==> src/rtl/muldiv_ctrl.sv <==
// Multiply/divide sequencer: issues start pulses to the external arithmetic units,
// waits on their busy flags with a timeout, and maintains the architectural HI/LO pair.
module muldiv_ctrl #(
    parameter int unsigned TIMEOUT = 64
) (
    input  logic        clock,
    input  logic        reset_n,
    input  logic        op_mult,
    input  logic        op_div,
    input  logic        op_mfhi,
    input  logic        op_mflo,
    input  logic [31:0] rs_data,
    input  logic [31:0] rt_data,
    output logic        mult_start,
    output logic        div_start,
    output logic [31:0] op_a,
    output logic [31:0] op_b,
    input  logic [31:0] mult_hi,
    input  logic [31:0] mult_lo,
    input  logic [31:0] div_hi,
    input  logic [31:0] div_lo,
    input  logic        mult_busy,
    input  logic        div_busy,
    output logic [31:0] hi,
    output logic [31:0] lo,
    output logic [31:0] rd_data,
    output logic        stall,
    output logic        div_zero,
    output logic        timeout_err
);
    localparam int unsigned CW = $clog2(TIMEOUT + 1);

    localparam logic [1:0] IDLE    = 2'd0;
    localparam logic [1:0] START   = 2'd1;
    localparam logic [1:0] WAIT    = 2'd2;
    localparam logic [1:0] CAPTURE = 2'd3;

    logic [1:0]    state, state_nxt;
    logic [CW-1:0] wait_cnt, wait_cnt_nxt;
    logic          sel_div, sel_div_nxt;
    logic          load_ops;
    logic          capture;
    logic          set_dz;
    logic          set_to;
    logic          mult_start_nxt;
    logic          div_start_nxt;
    logic          sel_busy;

    assign sel_busy = sel_div ? div_busy : mult_busy;

    // Next-state and control decode
    always_comb begin
        state_nxt      = state;
        wait_cnt_nxt   = wait_cnt;
        sel_div_nxt    = sel_div;
        load_ops       = 1'b0;
        capture        = 1'b0;
        set_dz         = 1'b0;
        set_to         = 1'b0;
        mult_start_nxt = 1'b0;
        div_start_nxt  = 1'b0;
        case (state)
            IDLE: begin
                if (op_mult) begin
                    load_ops       = 1'b1;
                    sel_div_nxt    = 1'b0;
                    mult_start_nxt = 1'b1;
                    state_nxt      = START;
                end else if (op_div) begin
                    if (rt_data == 32'd0) begin
                        set_dz = 1'b1;
                    end else begin
                        load_ops      = 1'b1;
                        sel_div_nxt   = 1'b1;
                        div_start_nxt = 1'b1;
                        state_nxt     = START;
                    end
                end
            end
            START: begin
                wait_cnt_nxt = '0;
                state_nxt    = WAIT;
            end
            WAIT: begin
                wait_cnt_nxt = wait_cnt + CW'(1);
                // Busy is not trusted on the first WAIT cycle: the unit may not have reacted yet
                if ((wait_cnt != '0) && !sel_busy) begin
                    state_nxt = CAPTURE;
                end else if (wait_cnt_nxt == CW'(TIMEOUT)) begin
                    set_to    = 1'b1;
                    state_nxt = IDLE;
                end
            end
            CAPTURE: begin
                capture   = 1'b1;
                state_nxt = IDLE;
            end
            default: state_nxt = IDLE;
        endcase
    end

    always_ff @(posedge clock or negedge reset_n) begin
        if (!reset_n) begin
            state <= IDLE;
        end else begin
            state <= state_nxt;
        end
    end

    // Operand, result, pulse and sticky-flag registers
    always_ff @(posedge clock or negedge reset_n) begin
        if (!reset_n) begin
            wait_cnt    <= '0;
            sel_div     <= 1'b0;
            op_a        <= 32'd0;
            op_b        <= 32'd0;
            hi          <= 32'd0;
            lo          <= 32'd0;
            mult_start  <= 1'b0;
            div_start   <= 1'b0;
            div_zero    <= 1'b0;
            timeout_err <= 1'b0;
        end else begin
            wait_cnt   <= wait_cnt_nxt;
            sel_div    <= sel_div_nxt;
            mult_start <= mult_start_nxt;
            div_start  <= div_start_nxt;
            if (load_ops) begin
                op_a <= rs_data;
                op_b <= rt_data;
            end
            if (capture) begin
                hi <= sel_div ? div_hi : mult_hi;
                lo <= sel_div ? div_lo : mult_lo;
            end
            if (set_dz) begin
                div_zero <= 1'b1;
            end
            if (set_to) begin
                timeout_err <= 1'b1;
            end
        end
    end

    // Any request seen outside IDLE is already covered since stall is high there
    assign stall = (state != IDLE);

    always_comb begin
        rd_data = 32'd0;
        if (state == IDLE) begin
            if (op_mfhi) begin
                rd_data = hi;
            end else if (op_mflo) begin
                rd_data = lo;
            end
        end
    end

endmodule

==> config.mk <==
export PLATFORM = sky130hd
export DESIGN_NAME = muldiv_ctrl
export DESIGN_NICKNAME = d
export VERILOG_FILES = /design/src/rtl/muldiv_ctrl.sv
export SDC_FILE = /design/constraint.sdc
export NUM_CORES = 1
export LEC_CHECK = 0
export ABC_CLOCK_PERIOD_IN_PS = 2400
export CAP_MARGIN = 20
export CELL_PAD_IN_SITES_DETAIL_PLACEMENT = 1
export CELL_PAD_IN_SITES_GLOBAL_PLACEMENT = 1
export CORE_ASPECT_RATIO = 1.75
export CORE_MARGIN = 3
export CORE_UTILIZATION = 28
export DETAILED_ROUTE_END_ITERATION = 10
export PLACE_DENSITY = 0.87
export SLEW_MARGIN = 30
export SYNTH_ARGS = -nofsm -noshare
export SYNTH_HDL_FRONTEND = slang
export SYNTH_SLANG_ARGS = --single-unit
==> constraint.sdc <==
create_clock -name clock -period 2.4 [get_ports clock]
set_clock_uncertainty 0.2 [all_clocks]
set_input_delay 0.48 -clock clock [delete_from_list [all_inputs] [get_ports clock]]
set_output_delay 0.48 -clock clock [all_outputs]
set_load 0.01 [all_outputs]
==> summary.md <==
| Metric | Value |
|---|---|
| Int Pwr | 9.58 mW |
| Reg2reg path depth | 6 |
| Syn nets | 798 |
| Ys async rst share | 1.00 |
| Setup CP Type | in2reg |
| Max-slew violation total from the final report | 0 |
| Vias post-DR | approximately 6400 |
| Fin nets | 1192 |
| Seq/Total Area, Yosys | 0.541 |
| Synth Cell Area | about 6600 um^2 |
| Fin crit share | 0.979 |
| Worst-margin pin slew | approximately 0.52 ns |
| Logic pwr share | 0.530 |
| First-pass GRT wire length | roughly 42000 um |
| Hold Fails Final Rpt | 0 |
| Vias in the first global route | ~7100 |
| DR vias/cell | between 4 and 5 |
| Yosys warning count | 0 |
| Final setup violation count | 0 |
| Peak VDD IR | 0.000759 V |
| Xor/xnor share of the synthesized area | 0.00133 |
| Wire per inst | approximately 21 um |
| Adder-cell share of the synthesized area | 0.00953 |
| Root Driver | clkbuf_16 |
| Fraction of layout cells with a size suffix above 1 | 0.201 |
| CTS tree | yes |
| Largest family of logic cells by synthesized area | multiplexers |
| Clock Latency Late Sink | around 0.42 ns |
| Leakage | 4.98 nW |
| Final Cell Area | between 10000 and 15000 um^2 |
| Gr usage total | 0.216 |
| Post-place instance area | ~11000 um^2 |
| Crit. End Element | flop |
| Mux cell area share after synthesis | 0.212 |
| Setup WS post-layout | between 0.05 and 0.06 ns |
| Gpl congestion | just over 0.8 |
| Starting DRC count in detailed routing | about 240 |
| Initial Util | 0.286 |
| Synth cell types | 36 |
| Die width | about 120 um |
| Prevailing post-synth register cell | dfrtp_1 |
| EDFF count, synth | 0 |
| Htree depth | 4 |
| Status | completed |
| Crit path DAT | 2.45 ns |
| WHS Path Cells | 2 |
| Max frequency | 0.426 GHz |
| GR Overflow Total | 0 |
| Hold Crit Class | in2reg |
| DRC viols | 0 |
| Total power | 15.2 mW |
| Simple-gate portion of the synthesized area | 0.0911 |
| Crit path max fanout | 6 |
| Pre-CTS setup slack | -0.703 ns |
| Mapped Cells | 593 |
| ANT nets after route | 0 |
| Switch share | 0.369 |
| Slew headroom | 0.651 |
| TritonRoute pass-1 iters | 4 |
| Number of port buffers | roughly 360 |
| Worst Setup Start Kind | input pin |
| Clock sink total | between 100 and 150 |
| Cell Rows | 73 |
| DIE AREA | roughly 25000 um^2 |
| Post-synthesis compound-gate area fraction | 0.109 |
| I/O Pins | 365 |
| Reg power frac | 0.295 |
| TritonCTS buffer count | 17 |
| Max Root-Sink Buffers | 2 |
| Max-cap violations | 0 |
| Clock group share of total power | 0.175 |
| Clock Pin Slew Worst Setup and Hold Paths | 0.06 ns |
| Net Switching | ~5.6 mW |
| Die span in y | between 200 and 250 um |
| DP Wirelength | ~20000 um |
| Min cycle time layout | approximately 2.3 ns |
| Core area | around 23000 um^2 |
| Area grow syn2layout | 77.5% |
| PwrDens | 1300 nW/um^2 |
| Yosys reg bits | around 140 |
| Wirelength, routed | 28000 um |
| Initial antenna violation count | 4 |
| Largest net degree at the start of global routing | 62 |
| Avg Inst Size Synth | roughly 11 um^2 |
| RSZ-0062 raised after global routing | false |
| WP data required | approximately 2.5 ns |
## synth_stat cells (3+ instances only)
| library cell | n | area [um^2] |
|---|---|---|
| dfrtp_1 | 142 | 3550 |
| nor2_1 | 104 | 390 |
| a21oi_1 | 69 | 345 |
| mux2i_1 | 67 | 671 |
| mux2_2 | 58 | 653 |
| a22oi_1 | 30 | 225 |
| clkbuf_1 | 28 | 105 |
| nand2_1 | 15 | 56.3 |
| inv_1 | 8 | 30.0 |
| nor4_1 | 8 | 50.1 |
| o21ai_0 | 8 | 40.0 |
| mux2_1 | 6 | 67.6 |
| buf_2 | 5 | 25.0 |
| ha_1 | 5 | 62.6 |
| nand3_1 | 5 | 25.0 |
| buf_6 | 4 | 45.0 |
| nand4_1 | 4 | 25.0 |
| and2_1 | 3 | 18.8 |
## cell type report
cell class | count | area [um^2]
flip-flops and latches | 142 | 3560
multi-input cells | 401 | 2940
inverters | 9 | 38.8
well taps | 300 | 375
fillers | 2449 | 11300
clock inverters | 9 | 111
clock buffers | 22 | 474
diodes | 4 | 10.0
repair buffers | 416 | 4140
## power by group through the flow
stage / sequential (mW) / clock (mW) / combinational (mW)
after floorplan: 4.76 / 0 / 3.04
after global placement: 4.36 / 0 / 7.44
after detailed placement: 4.44 / 0 / 7.68
after CTS: 4.45 / 2.74 / 8.14
after global routing: 4.61 / 2.83 / 8.61
final: 4.47 / 2.66 / 8.04
## path summary, 6_finish.rpt
check / endpoint / slack, ns / start
max in group asynchronous: sel_div / 1.00 / reset_n
min in group asynchronous: hi[28] / 0.34 / reset_n
worst min register to register: timeout_err / 0.29 / timeout_err
worst max register to register: state[1] / 0.26 / wait_cnt[3]
worst max-delay path: op_a[31] / 0.05 / rt_data[2]
worst min-delay path: op_b[14] / 0.15 / rt_data[14]
## worst max-delay path, cell delays in order
cell	delay (ns)
clkdlybuf4s15_1	0.24
nor4_4	0.34
nand4_1	0.21
o21a_1	0.26
o21ai_4	0.19
buf_6	0.14
buf_6	0.12
clkbuf_16	0.15
mux2_2	0.33
## flip-flops by register name (all words and copies together) (netlist names)
register / count
hi: 32
lo: 32
op_a: 32
op_b: 32
wait_cnt: 7
state: 2
div_start: 1
div_zero: 1
mult_start: 1
sel_div: 1
timeout_err: 1
## stage by stage
stage	std cells	hold WS [ns]	setup TNS, ns	utilization
5_1_grt	1303	0.138	0	0.508
4_1_cts	1296	0.216	-0.0000635	0.510
6_report	1303	0.151	0	0.508
3_3_place_gp	1251	0.210	-56.42	0.470
2_1_floorplan	593	-0.0156	0	-
3_5_place_dp	1251	0.210	-58.33	0.470
## kinds of logic after synthesis
| logic type | count (synthesis) |
|---|---|
| simple gates | 144 |
| flops | 142 |
| mux | 131 |
| compound gates | 120 |
| buf+inv | 50 |
| fa+ha+maj | 5 |
| xor+xnor | 1 |
## cell usage in the layout (no fill, tap or decap), types with 4 or more instances in the layout
master / n
a21oi_1: 69
a22oi_1: 24
a22oi_2: 6
buf_12: 11
buf_2: 16
buf_4: 29
buf_6: 5
clkbuf_16: 18
clkbuf_2: 14
clkdlybuf4s15_1: 10
clkdlybuf4s50_1: 296
dfrtp_1: 141
diode_2: 4
dlygate4sd2_1: 22
inv_1: 6
mux2_1: 4
mux2_2: 55
mux2_4: 5
mux2i_1: 67
nand2_1: 15
nand3_1: 5
nand4_1: 4
nor2_1: 103
nor4_2: 5
o21ai_0: 8
## metal layers
layer / track usage / part of all wire / vias up
met3: 0.0536 / 0.059 / 49
met1: 0.215 / 0.34 / 3152
met4: 0.0944 / 0.035 / 0
met2: 0.413 / 0.56 / 258
li1: - / - / 2891
met5: 0 / 0 / -
## timing repair
| action | 4_1_cts | 5_1_grt |
|---|---|---|
| buffers inserted | 8 | 4 |
| hold endpoints to repair | 33 | 0 |
| pin swaps | 13 | 6 |
| gates cloned | 6 | 1 |
| setup endpoints to repair | 97 | 90 |
| gates resized for setup | 168 | 42 |
| hold buffers | 1 | 0 |
Power figures use the tool's default switching activity.
==> RTL change 1 (same settings) <==
`TIMEOUT`: 64 -> 128.
--- a/src/rtl/muldiv_ctrl.sv
+++ b/src/rtl/muldiv_ctrl.sv
@@ -1,7 +1,7 @@
 // Multiply/divide sequencer: issues start pulses to the external arithmetic units,
 // waits on their busy flags with a timeout, and maintains the architectural HI/LO pair.
 module muldiv_ctrl #(
-    parameter int unsigned TIMEOUT = 64
+    parameter int unsigned TIMEOUT = 128
 ) (
     input  logic        clock,
     input  logic        reset_n,
Function: no difference found for any inputs over 4 cycles, from zero or initial values and one cycle with reset_n low; that may be too few to reach the edited logic, so the function may still have changed.
==> RTL change 1 against the unedited design <==
- the run now ends with negative setup slack left
- synthesized area up 2.3%
- via count grew 1.6%
- sequential cell count rose by 1
- power is 0.57% higher
- wire length increased by 5.8%
- worst setup slack worse by 69 ps
- global-route usage up 0.44 points
- design area up 2.1%
- die area up 2.2%
==> RTL change 1: results (changes against the unedited design) <==
| Metric | Value |
|---|---|
| Nets | 1,207 (was 1,192) |
| DP Worst Slack | -749 ps (was -703 ps) |
| Finished Layout Cells | 1,320 (was 1,303) |
| Worst R2R Path Depth | 7 (was 6) |
| Share of layout cells above drive strength 1 | 21.9% (was 20.1%) |
| Violated checks | negative setup slack |
| Post-DP HPWL | 21,000 um (was 20,200 um) |
| GRT Resource Usage Total | 22.1% (was 21.6%) |
| Critical Path AT | 2520 ps (was 2450 ps) |
| RD Place Congestion | 0.825 (was 0.816) |
| Syn_area_per_cell | 11.1 sq um (about the same) |
| Setup TNS | -22.1 ps (was 0 ps) |
| Synth cell count leaders | 143 x dfrtp_1, 107 x nor2_1, 67 x a21oi_1, 67 x mux2i_1, 61 x mux2_2 (was 142 x dfrtp_1, 104 x nor2_1, 69 x a21oi_1) |
| CP max FO | 10 (was 6) |
| Sequential Power | 4.42 mW (was 4.47 mW) |
| Worst slew pin tran | 511 ps (was 524 ps) |
| Antenna violations before repair | 3 (was 4) |
| Post-synthesis mux area share | 20.9% (was 21.2%) |
| Worst hold slack | 139 ps (was 151 ps) |
| Crit path from | rt_data[20] (was rt_data[2]) |
| Post-Synth Adder-Cell Area | 1.12% (was 0.953%) |
| Fillers | 2,497 (was 2,449) |
| Area after DPL | 10,900 sq um (was 10,800 sq um) |
| DRT Wirelength | 29,600 um (was 28,000 um) |
| Compound-Gate Fraction of Synth Area | 10.7% (was 10.9%) |
| Unique masters post-synth | 38 (was 36) |
| Largest net degree at the start of global routing | 66 (was 62) |
| Final Setup Violations | 2 (was 0) |
| Tcrit/Tclk final | 101% (was 97.9%) |
| XOR/XNOR Fraction of Synth Area | 0% (was 0.133%) |
| Status | finished, violations left (was finished clean) |
| FF-to-FF setup slack | 170 ps (was 260 ps) |
| Iter 0 DRT Violations | 247 (was 239) |
| RR Startpoint | wait_cnt[1] (was wait_cnt[3]) |
| Setup ws final | -19.0 ps (was 50.1 ps) |
| First-pass GRT wire length | 42,500 um (was 41,700 um) |
| Hold path startpoint | rt_data[23] (was rt_data[14]) |
| Slowest CP cell | mux2_2 (was nor4_4) |
## RTL change 1: changes by cell type after synthesis, moves of 3 or more
cell / delta
nor2_1: +3
nor3_1: +4
mux2_2: +3
clkbuf_1: -3
## RTL change 1: what timing repair did
action / in CTS / in global routing
gates cloned: 7 / 0
buffers inserted: 11 / 3
endpoints found under the setup margin: 98 / 96
pin swaps: 13 / 12
gates resized for setup: 153 / 60
hold buffers: 1 / 0
hold endpoints to repair: 27 / 0
## RTL change 1: final cells by class
class	instances	area, sq um	share of cell area (%)
sequential	143	3580	30.1
tap	304	380	3.20
inverter	7	31.3	0.263
clock inverter	9	110	0.926
timing repair buffer	420	4230	35.6
multi-input combinational	412	3070	25.8
antenna	3	7.51	0.0632
clock buffer	22	474	3.99
## RTL change 1: layer usage
metal | GRT usage (%) | share of wire, %
met5 | 0 | 0
met4 | 8.99 | 3.6
met3 | 6.14 | 6.4
met2 | 41.9 | 56
met1 | 22.0 | 34
==> RTL change 2 (same settings) <==
Without the edit above. Reset style: synchronous (`reset_n`), changed in 2 clocked blocks.
--- a/src/rtl/muldiv_ctrl.sv
+++ b/src/rtl/muldiv_ctrl.sv
@@ -99,7 +99,7 @@
         endcase
     end
 
-    always_ff @(posedge clock or negedge reset_n) begin
+    always_ff @(posedge clock) begin
         if (!reset_n) begin
             state <= IDLE;
         end else begin
@@ -108,7 +108,7 @@
     end
 
     // Operand, result, pulse and sticky-flag registers
-    always_ff @(posedge clock or negedge reset_n) begin
+    always_ff @(posedge clock) begin
         if (!reset_n) begin
             wait_cnt    <= '0;
             sel_div     <= 1'b0;
Check against the original RTL: differs if reset_n is asserted again (counterexample within 4 cycles, from zero or initial values and one cycle with reset_n low); with reset_n held inactive, the same outputs for 4 cycles.
==> RTL change 2 against the unedited design <==
- the run now ends with negative setup slack left
- highest routed layer is now met5
- design area shrank 0.94%
- worst hold slack better by 3.4 ps
- synthesized area fell by 1.4%
- via count rose by 11%
- sequential cell count is the same
- sequential power decreased by 27%
- wire length is 13% higher
- clock power grew 13%
- utilization is 0.071 points lower
- worst setup slack lost 120 ps
- power down 25%
- maximum frequency down 5.0%
==> RTL change 2: results (changes against the unedited design) <==
| Metric | Value |
|---|---|
| Nets | 1,326 (was 1,192) |
| DP Worst Slack | -794 ps (was -703 ps) |
| DR WL/cell | 22.0 um (was 21.5 um) |
| CP max FO | 8 (was 6) |
| Share of layout cells above drive strength 1 | 13.5% (was 20.1%) |
| FF-to-FF setup slack | 470 ps (was 260 ps) |
| Post-DP HPWL | 21,700 um (was 20,200 um) |
| Seq/Total Area, Yosys | 43.9% (was 54.1%) |
| Violated checks | negative setup slack |
| Critical Path AT | 2570 ps (was 2450 ps) |
| Post-CTS sizing | 112 (was 168) |
| Async SR Flop Fraction | 0% (was 100%) |
| Status | finished, violations left (was finished clean) |
| Worst hold slack | 155 ps (was 151 ps) |
| Area grow syn2layout | 78.4% (was 77.5%) |
| Area after DPL | 10,700 sq um (was 10,800 sq um) |
| RD Place Congestion | 0.800 (was 0.816) |
| Area contributors post-synth | dfxtp_1 44%, mux2i_1 20%, nor2_1 12% (was dfrtp_1 54%, mux2i_1 10%, mux2_2 10%) |
| Slowest CP cell | nor4_2 (was nor4_4) |
| Synth cell count leaders | 208 x nor2_1, 142 x dfxtp_1, 128 x mux2i_1 (was 142 x dfrtp_1, 104 x nor2_1, 69 x a21oi_1) |
| Post-CTS setup buffer count | 4 (was 8) |
| First-pass GRT wire length | 44,900 um (was 41,700 um) |
| Final Setup Violations | 7 (was 0) |
| Placed Cells incl. Taps | 1,392 (was 1,251) |
| Setup ws final | -72.3 ps (was 50.1 ps) |
| Fillers | 2,523 (was 2,449) |
| Slowest stage delay, CP | 380 ps (was 340 ps) |
| Max-slew headroom | 64.6% (was 65.1%) |
| Via count | 7,077 (was 6,350) |
| Delay-heaviest family, CP | simple AND/OR/NAND/NOR gates (was buffers and inverters) |
| GRT Resource Usage Total | 23.3% (was 21.6%) |
| Static Leakage | 4.51 nW (was 4.98 nW) |
| Post-synth top flop | dfxtp_1 (was dfrtp_1) |
| Unique masters post-synth | 33 (was 36) |
| Syn_area_per_cell | 8.75 sq um (was 11.1 sq um) |
| Setup TNS | -212 ps (was 0 ps) |
==> RTL change 2: changes by cell type in the layout (fill, tap and decap cells not counted), sizes merged, moves of 7 or more <==
cell	unedited run	this run
nand2	15	41
mux2	64	1
a21oi	69	41
nor2	104	208
dlymetal6s2s	1	12
a22oi	30	1
a211oi	1	65
mux2i	67	128
buf	67	60
clkbuf	37	49
dfrtp	142	0
dlygate4sd2	22	11
dfxtp	0	142
==> RTL change 2: cells by family after synthesis <==
kind of cell             share of synthesized area [%]
AND/OR/NAND/NOR                                   17.0
flip-flops                                        43.9
multiplexers                                      20.0
AO/OA/AOI/OAI                                     12.4
buffers and inverters                             5.71
adder cells (fa/ha/maj)                          0.967
==> RTL change 2: worst paths after layout <==
check,startpoint,to,cells past startpoint
setup / recovery,rt_data[24],op_b[13],9
setup reg to reg,state[0],op_b[13],8
hold / removal,rt_data[19],op_b[19],3
hold reg to reg,lo[10],lo[10],2
==> RTL change 2: power by group <==
group	total, mW	switching [mW]	internal, mW
Clock	3.00	1.17	1.83
Combinational	5.10	2.46	2.64
Sequential	3.26	0.399	2.86
==> RTL change 2: final cells by class <==
cell class,count,area [sq um],area share (%)
Clock buffer,18,450,3.90
Sequential cell,142,2850,24.7
Inverter,8,33.8,0.293
Multi-Input combinational cell,531,3430,29.7
Antenna cell,3,7.51,0.0651
Tap cell,300,375,3.25
Clock inverter,14,205,1.78
Timing Repair Buffer,421,4190,36.3
==> RTL change 2: routing by layer <==
| metal | vias up | share of wire [%] | global-route usage, % |
|---|---|---|---|
| li1 | 3321 | - | - |
| met1 | 3330 | 35 | 23.4 |
| met2 | 336 | 53 | 43.3 |
| met3 | 88 | 6.9 | 5.49 |
| met4 | 2 | 5.5 | 12.5 |
| met5 | - | 0.051 | 0 |
